**config.mk**
```make
export PLATFORM = sky130hd
export DESIGN_NAME = booth_radix8_seq_multiplier
export DESIGN_NICKNAME = d
export VERILOG_FILES = /design/src/rtl/booth_r8_pkg.sv /design/src/rtl/booth_r8_digit_encoder.sv /design/src/rtl/booth_radix8_seq_multiplier.sv
export SDC_FILE = /design/constraint.sdc
export NUM_CORES = 1
export LEC_CHECK = 0
export CAP_MARGIN = 20
export CORE_MARGIN = 5
export CORE_UTILIZATION = 40
export DETAILED_ROUTE_END_ITERATION = 10
export GPL_ROUTABILITY_DRIVEN = 1
export PLACE_DENSITY = 0.61
export SYNTH_ARGS = -nofsm -noshare
export SYNTH_HDL_FRONTEND = slang
export SYNTH_SLANG_ARGS = --single-unit
```
**constraint.sdc**
```tcl
create_clock -name clk -period 4.3 [get_ports clk]
set_input_delay 0.86 -clock clk [delete_from_list [all_inputs] [get_ports clk]]
set_output_delay 0.86 -clock clk [all_outputs]
set_load 0.01 [all_outputs]
```
**src/rtl/booth_r8_pkg.sv**
```systemverilog
// Shared types for the sequential radix-8 Booth multiplier.
// Digit encoding: sel carries the magnitude 1..4 of a non-zero digit.
package booth_r8_pkg;

  typedef enum logic [1:0] {
    IDLE,
    PRECOMP,
    ITER,
    DONE
  } state_t;

  typedef struct packed {
    logic       neg;
    logic       zero;
    logic [2:0] sel;
  } booth_digit_t;

  function automatic int ndig(input int width);
    return width / 3 + 1;
  endfunction

endpackage

```
**src/rtl/booth_r8_digit_encoder.sv**
```systemverilog
// Radix-8 Booth recoder: 4-bit window {b[3i+2:3i], b[3i-1]}
// to a signed digit in -4..+4.
module booth_r8_digit_encoder
  import booth_r8_pkg::*;
(
  input  logic [3:0]   win,
  output booth_digit_t dig
);

  always_comb begin
    dig      = '0;
    dig.zero = 1'b1;
    unique case (win)
      4'b0000, 4'b1111: dig.zero = 1'b1;
      4'b0001, 4'b0010: dig = '{neg: 1'b0, zero: 1'b0, sel: 3'd1};
      4'b0011, 4'b0100: dig = '{neg: 1'b0, zero: 1'b0, sel: 3'd2};
      4'b0101, 4'b0110: dig = '{neg: 1'b0, zero: 1'b0, sel: 3'd3};
      4'b0111:          dig = '{neg: 1'b0, zero: 1'b0, sel: 3'd4};
      4'b1000:          dig = '{neg: 1'b1, zero: 1'b0, sel: 3'd4};
      4'b1001, 4'b1010: dig = '{neg: 1'b1, zero: 1'b0, sel: 3'd3};
      4'b1011, 4'b1100: dig = '{neg: 1'b1, zero: 1'b0, sel: 3'd2};
      4'b1101, 4'b1110: dig = '{neg: 1'b1, zero: 1'b0, sel: 3'd1};
      default:          dig.zero = 1'b1;
    endcase
  end

endmodule

```
**src/rtl/booth_radix8_seq_multiplier.sv**
```systemverilog
// Iterative radix-8 Booth multiplier, one digit per cycle.
// Shift-right accumulator: finished low bits drop into the B register.
module booth_radix8_seq_multiplier
  import booth_r8_pkg::*;
#(
  parameter int WIDTH = 32
) (
  input  logic               clk,
  input  logic               rst_n,
  input  logic               in_valid,
  output logic               in_ready,
  input  logic [WIDTH-1:0]   in_a,
  input  logic [WIDTH-1:0]   in_b,
  input  logic               in_signed,
  output logic               out_valid,
  input  logic               out_ready,
  output logic [2*WIDTH-1:0] out_p,
  output logic               busy
);

  localparam int NDIG = ndig(WIDTH);
  localparam int BW   = 3 * NDIG;
  localparam int AW   = WIDTH + 3;
  localparam int HW   = WIDTH + 4;
  localparam int CW   = $clog2(NDIG + 1);

  state_t         state;
  state_t         state_nx;
  logic [AW-1:0]  a_ext;
  logic [AW-1:0]  x3;
  logic [HW-1:0]  hi;
  logic [BW-1:0]  bx;
  logic           bm1;
  logic [CW-1:0]  cnt;
  logic           last;
  booth_digit_t   dig;
  logic [AW-1:0]  mult;
  logic [HW-1:0]  pp;
  logic [HW-1:0]  sum;
  logic           sa;
  logic           sb;

  assign last = (cnt == CW'(NDIG - 1));
  assign sa   = in_signed & in_a[WIDTH-1];
  assign sb   = in_signed & in_b[WIDTH-1];

  always_ff @(posedge clk) begin
    if (!rst_n) state <= IDLE;
    else        state <= state_nx;
  end

  always_comb begin
    state_nx  = state;
    in_ready  = 1'b0;
    out_valid = 1'b0;
    busy      = 1'b1;
    unique case (state)
      IDLE: begin
        in_ready = 1'b1;
        busy     = 1'b0;
        if (in_valid) state_nx = PRECOMP;
      end
      PRECOMP: state_nx = ITER;
      ITER: if (last) state_nx = DONE;
      DONE: begin
        out_valid = 1'b1;
        if (out_ready) state_nx = IDLE;
      end
      default: state_nx = IDLE;
    endcase
  end

  booth_r8_digit_encoder u_enc (
    .win ({bx[2:0], bm1}),
    .dig (dig)
  );

  always_comb begin
    mult = '0;
    if (!dig.zero) begin
      unique case (dig.sel)
        3'd1:    mult = a_ext;
        3'd2:    mult = {a_ext[AW-2:0], 1'b0};
        3'd3:    mult = x3;
        3'd4:    mult = {a_ext[AW-3:0], 2'b00};
        default: mult = '0;
      endcase
    end
  end

  // Negative digits: invert here, the +1 rides in as the adder carry-in.
  assign pp  = {mult[AW-1], mult} ^ {HW{dig.neg}};
  assign sum = hi + pp + {{(HW-1){1'b0}}, dig.neg};

  always_ff @(posedge clk) begin
    if (!rst_n) begin
      a_ext <= '0;
      x3    <= '0;
      hi    <= '0;
      bx    <= '0;
      bm1   <= 1'b0;
      cnt   <= '0;
    end else begin
      unique case (state)
        IDLE: begin
          if (in_valid) begin
            a_ext <= {{3{sa}}, in_a};
            bx    <= {{(BW-WIDTH){sb}}, in_b};
            bm1   <= 1'b0;
          end
        end
        PRECOMP: begin
          x3  <= a_ext + {a_ext[AW-2:0], 1'b0};
          hi  <= '0;
          cnt <= '0;
        end
        ITER: begin
          hi  <= {{3{sum[HW-1]}}, sum[HW-1:3]};
          bx  <= {sum[2:0], bx[BW-1:3]};
          bm1 <= bx[2];
          cnt <= cnt + CW'(1);
        end
        default: ;
      endcase
    end
  end

  assign out_p = {hi[2*WIDTH-BW-1:0], bx};

endmodule

```
* Word level (Yosys, flattened, before mapping)
Cells that the tools add are included.
** Cells by class
- Mux-type cells :: 18
- Reduce and logical (&&, ||, !) cells :: 14
- Equal/unequal tests :: 26
- Add/sub/neg operators :: 4
- Bitwise gates (word level) :: 3
** Operators with widths (count)
- $pmux W35 S4 :: 1
- $pmux W36 S2 :: 1
- $pmux W33 S2 :: 1
- $add A36 B1 Y36 :: 1
- $add A36 B36 Y36 :: 1
- $eq A4 B4 Y1 const B :: 9
- $xor A36 B36 Y36 :: 1
- $add A33 B34 Y35 :: 1
- $mux W35 :: 1
- $mux W33 :: 1
- $eq A4 B3 Y1 const B :: 4
- $reduce_or A14 Y1 :: 1
- $pmux W3 S4 :: 1
- $reduce_or A4 Y1 :: 3
- $eq A4 B2 Y1 const B :: 2
- $pmux W2 S4 :: 1
- $pmux W4 S2 :: 1
- $reduce_or A7 Y1 :: 1
- $eq A3 B2 Y1 const B :: 2
- $mux W2 :: 3
- $ne A2 B2 Y1 const B :: 3
- $mux W1 :: 5
- $add A4 B1 Y4 const B :: 1
- $eq A2 B2 Y1 const B :: 2
- 12 further kinds :: 17
** Storage, ports and cells
- Register bits :: 144
- Output and inout port bits :: 67
- Logic and storage cells :: 72
- Input port bits :: 69

* Logic depth before layout (Yosys ltp)
Gate-level depths: netlist of run 1.
- Depth after elaboration :: 10
- Gate-level depth with buffers :: 19
- Mapped depth without buffers :: 16

* Hierarchy
A second synthesis of run 1 with hierarchy kept.
** Second synthesis, totals
- Cells, all modules :: 1288
- Area, all modules :: 10543.9 µm²
** Modules (own cells, without submodules)
- booth_radix8_seq_multiplier :: cells an instance 1260, sequential area each 2822.7 µm², instances 1, area each 10337.4 µm²
- booth_r8_digit_encoder :: cells an instance 28, sequential area each 0.0 µm², instances 1, area each 206.4 µm²

* Worst setup path before layout of run 1
Ideal clock, no wire load.
- Path kind :: register to register
- Start :: register bx[0]
- End :: register hi[18]
- Data arrival time :: 3.748 ns
- Library setup time :: 0.117 ns
- Setup slack :: 0.435 ns
- Path buffers :: 2
- Cell stages (with the launch flop) :: 18
- Required time :: 4.183 ns
- Clock period less this slack :: 3.865 ns
- Cell sequence :: dfxtp_1 -> buf_2 -> or2_2 -> mux2i_1 -> clkbuf_1 -> a22oi_1 -> nand2_1 -> xnor2_1 -> ha_1 -> a211o_1 -> o21a_1 -> o21ai_0 -> o211ai_1 -> a21o_1 -> a41o_1 -> a211o_1 -> xor2_1 -> a22o_1
** On the way
- Cells in the longest elaborated chain, start to end :: 10
- Elaborated cells on any way between the ends :: 36
- Those cells by class :: add/sub (2); eq/ne (19); mux (6); bitwise (1); reduce/logical (8)
** RTL lines
- start: declaration :: RTL line booth_radix8_seq_multiplier.sv:32 : logic [BW-1:0] bx;
- start signal: assignment :: RTL line booth_radix8_seq_multiplier.sv:108 : bx <= {{(BW-WIDTH){sb}}, in_b};
- start signal: assignment :: RTL line booth_radix8_seq_multiplier.sv:119 : bx <= {sum[2:0], bx[BW-1:3]};
- $eq A4 B1 Y1 (tied with other cells) :: RTL line booth_r8_digit_encoder.sv:13 : unique case (win)
- $reduce_or A4 Y1 (no source line) / $reduce_or A2 Y1 (equally long branches)
- $pmux W3 S4 :: RTL line booth_r8_digit_encoder.sv:13
- $eq A3 B3 Y1 (tied with other cells) :: RTL line booth_radix8_seq_multiplier.sv:81 : unique case (dig.sel)
- $pmux W35 S4 :: RTL line booth_radix8_seq_multiplier.sv:81
- $mux W35 :: RTL line booth_radix8_seq_multiplier.sv:80 : if (!dig.zero) begin
- $xor A36 B36 Y36 :: RTL line booth_radix8_seq_multiplier.sv:92 : assign pp = {mult[AW-1], mult} ^ {HW{dig.neg}};
- $add A36 B36 Y36 :: RTL line booth_radix8_seq_multiplier.sv:93 : assign sum = hi + pp + {{(HW-1){1'b0}}, dig.neg};
- $add A36 B1 Y36 (*) :: RTL line booth_radix8_seq_multiplier.sv:93
- $pmux W36 S2 (*) :: RTL line booth_radix8_seq_multiplier.sv:104 : unique case (state)
- end signal: assignment :: RTL line booth_radix8_seq_multiplier.sv:118 : hi <= {{3{sum[HW-1]}}, sum[HW-1:3]};
- end: declaration :: RTL line booth_radix8_seq_multiplier.sv:31 : logic [HW-1:0] hi;
Every way passes the cells marked *; elsewhere a longest branch is shown, timed or not.
A chain may end at the register's enable or synchronous reset.

* Final worst setup path of run 1
- Start :: register bx[0]
- End :: register hi[29]
The elaborated chain is that of the path after synthesis.

==> results of run 1 <==
## repair_timing
| item | 4_1_cts | 5_1_grt |
|---|---|---|
| setup endpoints to repair | 6 | 7 |
| resized for setup | 1 | 3 |
| pin swaps | 0 | 0 |
## power by group
| part | leakage (nW) | switching [W] | internal (W) |
|---|---|---|---|
| registers | 1.15 | 0.000272 | 0.00155 |
| logic | 3.61 | 0.00188 | 0.00133 |
| clock network | 0.295 | 0.000659 | 0.000902 |
## final timing paths
check	from	end	slack, ps	cells after the start
hold reg to reg	hi[27]	hi[27]	470	2
setup reg to reg	bx[0]	hi[29]	300	17
setup / recovery	bx[0]	hi[29]	300	17
hold / removal	hi[27]	hi[27]	470	2
## cell families after synthesis
kind of cell | synth area share [%]
AOI/OAI and AO/OA | 28.0
and+or+nand+nor | 17.9
xor gates and xnor gates | 6.55
buffers and inverters | 6.48
muxes | 4.23
DFF | 27.4
adders and majority gates | 9.39
## worst max-delay path: cells and delay by family (launching register included)
kind	cells	cell delay, ps
adder cells (fa/ha/maj)	1	360
flip-flops	1	320
AO/OA/AOI/OAI	10	2120
XOR/XNOR	2	260
buffers and inverters	2	370
AND/OR/NAND/NOR	2	440
## per-stage QoR
stage / TNS (ps) / instance area (sq um) / setup slack (ps) / power, W / hold WS [ps]
floorplan: 0 / 10300 / 435 / 0.00400 / 436
global placement: -8.05 / 11800 / -8.05 / 0.00501 / 453
detailed placement: -363 / 11800 / -103 / 0.00505 / 457
CTS: 0 / 12400 / 78.1 / 0.00662 / 472
global route: 0 / 12400 / 16.2 / 0.00705 / 482
finish: 0 / 12400 / 301 / 0.00660 / 472
## layout make-up
| type | instances | area, sq um |
|---|---|---|
| fill | 2540 | 12900 |
| multi-input combinational | 1024 | 6850 |
| sequential | 141 | 2820 |
| timing repair buffer | 158 | 1590 |
| clock buffer | 20 | 457 |
| tap | 330 | 413 |
| clock inverter | 12 | 149 |
| inverter | 32 | 121 |
## state kept, by name, summed over array words and instances (netlist names)
signal,count
a_ext,33
bx,33
x3,35
hi,33
cnt,4
state,2
bm1,1
## per-layer routing
layer  wire length, um  GRT usage, %
met2             12700          30.3
met3              1250          2.56
met4               440          5.03
met5                 0             0
met1             15200          30.7
## layout by cell type (no fill, tap or decap), types with 9 or more instances in the layout
cell	instances
o211ai_1	15
a211oi_1	41
inv_1	30
or3_1	11
a31oi_1	11
nor2_1	98
clkbuf_16	17
dfxtp_1	141
nor3_1	24
ha_1	73
a21o_1	33
xor2_1	15
mux2i_1	41
xnor2_1	60
o21ai_0	47
nand2b_1	15
nand4_1	11
o21bai_1	9
a22o_1	16
nor2b_1	13
and2_1	9
and3_1	12
buf_4	18
a21oi_1	111
a22oi_1	68
nand2_1	162
o21a_1	12
nand3_1	36
clkdlybuf4s50_1	135
==> flow_metrics.tcl, run 1 <==
set metrics [dict create \
    outcome "completed" \
    start_util_pct 40.7 \
    ir_drop_uv 225 \
    diodes 0 \
    core_area_sq_mm 0.0253 \
    cts_hold_buf 0 \
    synthTopCellsByCount "162 x nand2_1, 141 x dfxtp_1, 111 x a21oi_1" \
    wl_per_cell_um 17.2 \
    path_clk_slew_ps 70 \
    first_pass_iters 5 \
    cts_inserted_buffers 17 \
    io_buffers 135 \
    drtIter0Drc 773 \
    worstPathRequired_ps 4620 \
    grt_use_total_pct 20.2 \
    max_freq_mhz 250 \
    yosysTopAreaCellShare_pct 27.4 \
    place.gp.congestion 0.922 \
    synth.most_common_cell "nand2_1" \
    ant_nets 0 \
    power.leakage_nw 5.06 \
    dp_hpwl_um 22100 \
    yosys_warnings 0 \
    antenna_found_initial 0 \
    overflow 0 \
    synthToLayoutAreaGrowth_pct 20.6 \
    p_per_area_mw_per_mm2 533 \
    grt_max_degree 74 \
    cts_buffer_depth 2 \
    io_pins 136 \
    finClkSkew_ps 14.8 \
    synth_area_leader_cell "dfxtp_1" \
    hold_path.class "flip-flop to flip-flop" \
    synth.avg_cell_area_sq_um 7.86 \
    clock-sinks 141 \
    postLayoutCoreUtil_pct 49.1 \
    num_rows 58 \
    dpl.cell_count 1685 \
    syn_area_sq_mm 0.0103 \
    layout.nets 1519 \
    cts_tree "done" \
    worst_path_max_delay_cell "a2111oi_1" \
    drc 0 \
    yosysSeqAreaShare_pct 27.4 \
    root_buffer "clkbuf_16" \
    drv_slew 0 \
    crit_path_start_kind "flip-flop" \
    synth_edf_count 0 \
    yosys.cell_types.count 75 \
    drive_gt1_share_pct 5.77 \
    ys.flop_type "dfxtp_1" \
    avgViaCountPerCell 5.60 \
    clk_latency_ps 440 \
    routed_wirelength_um 29600 \
    grt_pass1_vias 9002 \
    synthArstFlopShare_pct 0 \
    period_share_pct 93.0 \
    die_w_um 170 \
    path_cells "buf_4 > or2_2 > o22ai_2 > buf_12 > a22oi_1 > nand2_1 > xnor2_1 > ha_1 > a21oi_1 > o21bai_1 > a2111oi_1 > o21ai_0 > a22o_1 > a31o_2 > o41ai_2 > xnor2_1 > a22o_1" \
    synth_area_leaders "dfxtp_1 27%, ha_1 9.0%, nand2_1 5.9%" \
    setup_violations 0 \
    end_kind "flip-flop" \
    grt_pass1_wl_um 47800 \
    yosys_register_bits 141 \
    syn-num-nets 1453 \
    vias 9618 \
    tightest_slew_ps 960 \
    maxCapViolations 0 \
    stdcell_count 1717 \
    hold_viol 0 \
    htreeDepth 4 \
    crit_type "flip-flop to flip-flop" \
    syn_inst 1308 \
    min_period_ps 4000 \
    critPathArrivalTime_ps 4320 \
    path_max_fanout 32 \
    timing.slew.headroom_pct 35.9 \
    rsz0062_at_grt "false" \
    max_stage_delay_ps 410 \
    dieArea_sq_mm 0.0290 \
    cts_setup_buffers 0 \
    dieHeight_um 170 \
]
Power figures use the tool's default switching activity.
==> run 2, diff against run 1 <==
CTS_CLUSTER_DIAMETER = 50   (was not set)
PLACE_DENSITY = not set   (was 0.61)
==> run 2 against run 1 <==
Effect of this change:
- design area shrank 0.43%
- clock power shrank 9.6%
- total power shrank 2.4%
- first-iteration DRC count shrank 18%
- sequential share of layout area grew 0.099 points
- count of clock-buffer cells in the layout shrank 2
- core utilization shrank 0.21 points
- clock skew shrank 2.2 ps
- sequential power is essentially flat
==> flow_metrics.tcl, run 2 (synthesis gave the netlist of run 1 again) <==
set metrics [dict create \
    p_per_area_mw_per_mm2 522 \
    largest_reg_flops 35 \
    dp_hpwl_um 22400 \
    place.gp.congestion 0.927 \
    period_share_pct 91.5 \
    drv_slew 0 \
    power.leakage_nw 5.05 \
    postLayoutCoreUtil_pct 48.9 \
    dieHeight_um 170 \
    grt_use_total_pct 20.2 \
    outcome "completed" \
    vias 9507 \
    power.total_w 0.00645 \
    routed_wirelength_um 29500 \
    rsz0062_at_grt "false" \
    overflow 0 \
    tightest_slew_ps 765 \
    cts_inserted_buffers 17 \
    intPower_w 0.00365 \
    drtIter0Drc 634 \
    layout.nets 1523 \
    avgViaCountPerCell 5.52 \
    maxCapViolations 0 \
    path_clk_slew_ps 70 \
    hold_path.class "flip-flop to flip-flop" \
    p_clk_share_pct 21.9 \
    path_max_fanout 33 \
    dieArea_sq_mm 0.0290 \
    largest_register "x3" \
    p_comb_share_pct 49.8 \
    cts_hold_buf 0 \
    crit_path_start_kind "flip-flop" \
    io_buffers 135 \
    diodes 0 \
    timing.slew.headroom_pct 48.8 \
    cts_tree "done" \
    hold_viol 0 \
    core_area_sq_mm 0.0253 \
    final_common_cell "nand2_1" \
    synthToLayoutAreaGrowth_pct 20.0 \
    wl_per_cell_um 17.1 \
    root_buffer "clkbuf_16" \
    rr_worst_depth 16 \
    cts_setup_buffers 0 \
    final_cell_mix "162 x nand2_1, 141 x dfxtp_1, 135 x clkdlybuf4s50_1" \
    htreeDepth 4 \
    critPathArrivalTime_ps 4250 \
    grt_pass1_vias 8839 \
    crit_type "flip-flop to flip-flop" \
    die_w_um 170 \
    start_util_pct 40.7 \
    max_freq_mhz 254 \
    swShare_pct 43.3 \
    num_rows 58 \
    grt_pass1_wl_um 47900 \
    drc 0 \
    clk_latency_ps 430 \
    drive_gt1_share_pct 6.04 \
    grt_max_degree 67 \
    finClkSkew_ps 12.6 \
    ir_drop_uv 233 \
    p_sw_w 0.00279 \
    tns_ps 0 \
    cts_buffer_depth 2 \
    ant_nets 0 \
    min_period_ps 3930 \
    fillers 2499 \
    seq_power_share_pct 28.4 \
    antenna_found_initial 0 \
    end_kind "flip-flop" \
    setup_violations 0 \
    clock-sinks 141 \
    hold_depth 2 \
    first_pass_iters 5 \
    io_pins 136 \
    worstPathRequired_ps 4620 \
]
## run 2: stage by stage
stage / setup slack, ps / instances / hold WS (ps) / instance area [sq um]
global placement: 304 / 1689 / 455 / 11800
global route: 62.4 / 1721 / 499 / 12300
CTS: 178 / 1721 / 479 / 12300
detailed placement: 206 / 1689 / 470 / 11800
finish: 366 / 1721 / 479 / 12300
floorplan: 435 / 1308 / 436 / 10300
## run 2: timing repair
action	in CTS	in global routing
setup endpoints to repair	0	5
resized for setup	0	3
endpoints found under the hold margin	0	0
## run 2: final timing paths
path                            startpoint     end  slack, ps
worst max-delay path                   bm1  hi[18]        370
worst min register to register      x3[26]  x3[26]        480
worst max register to register         bm1  hi[18]        370
worst min-delay path                x3[26]  x3[26]        480
## run 2: layout make-up
class	count	area (sq um)	share of cell area [%]
inverters	32	121	0.983
multi-input cells	1024	6840	55.4
repair buffers	162	1600	13.0
well taps	330	413	3.34
clock buffers	18	439	3.56
flip-flops and latches	141	2820	22.9
clock inverters	14	109	0.882
## run 2: power groups by stage
stage / Sequential, W / Combinational, W / Clock, W
finish: 0.00183 / 0.00321 / 0.00141
global route: 0.00186 / 0.00353 / 0.00151
CTS: 0.00182 / 0.00320 / 0.00144
detailed placement: 0.00185 / 0.00319 / 0
global placement: 0.00185 / 0.00317 / 0
floorplan: 0.00180 / 0.00221 / 0
## run 2: layer usage
metal / track usage, % / up-vias / share of wire (%)
li1: - / 4903 / -
met1: 31.0 / 4397 / 53
met2: 30.6 / 190 / 43
met3: 2.51 / 17 / 3.4
met4: 3.26 / 0 / 0.63
met5: 0 / - / 0
## run 2: worst max-delay path, cell delays in order, from the launching register on
cell and delay (ps):
dfxtp_1 370, or2_2 370, mux2i_2 220, buf_12 210
a22oi_1 110, nand2_1 100, xnor2_1 130, ha_1 320
a211o_1 300, o21a_1 170, o21ai_0 180, o211ai_1 130
a21o_1 250, a41o_1 290, a211o_1 320, xor2_1 160
a22o_1 180
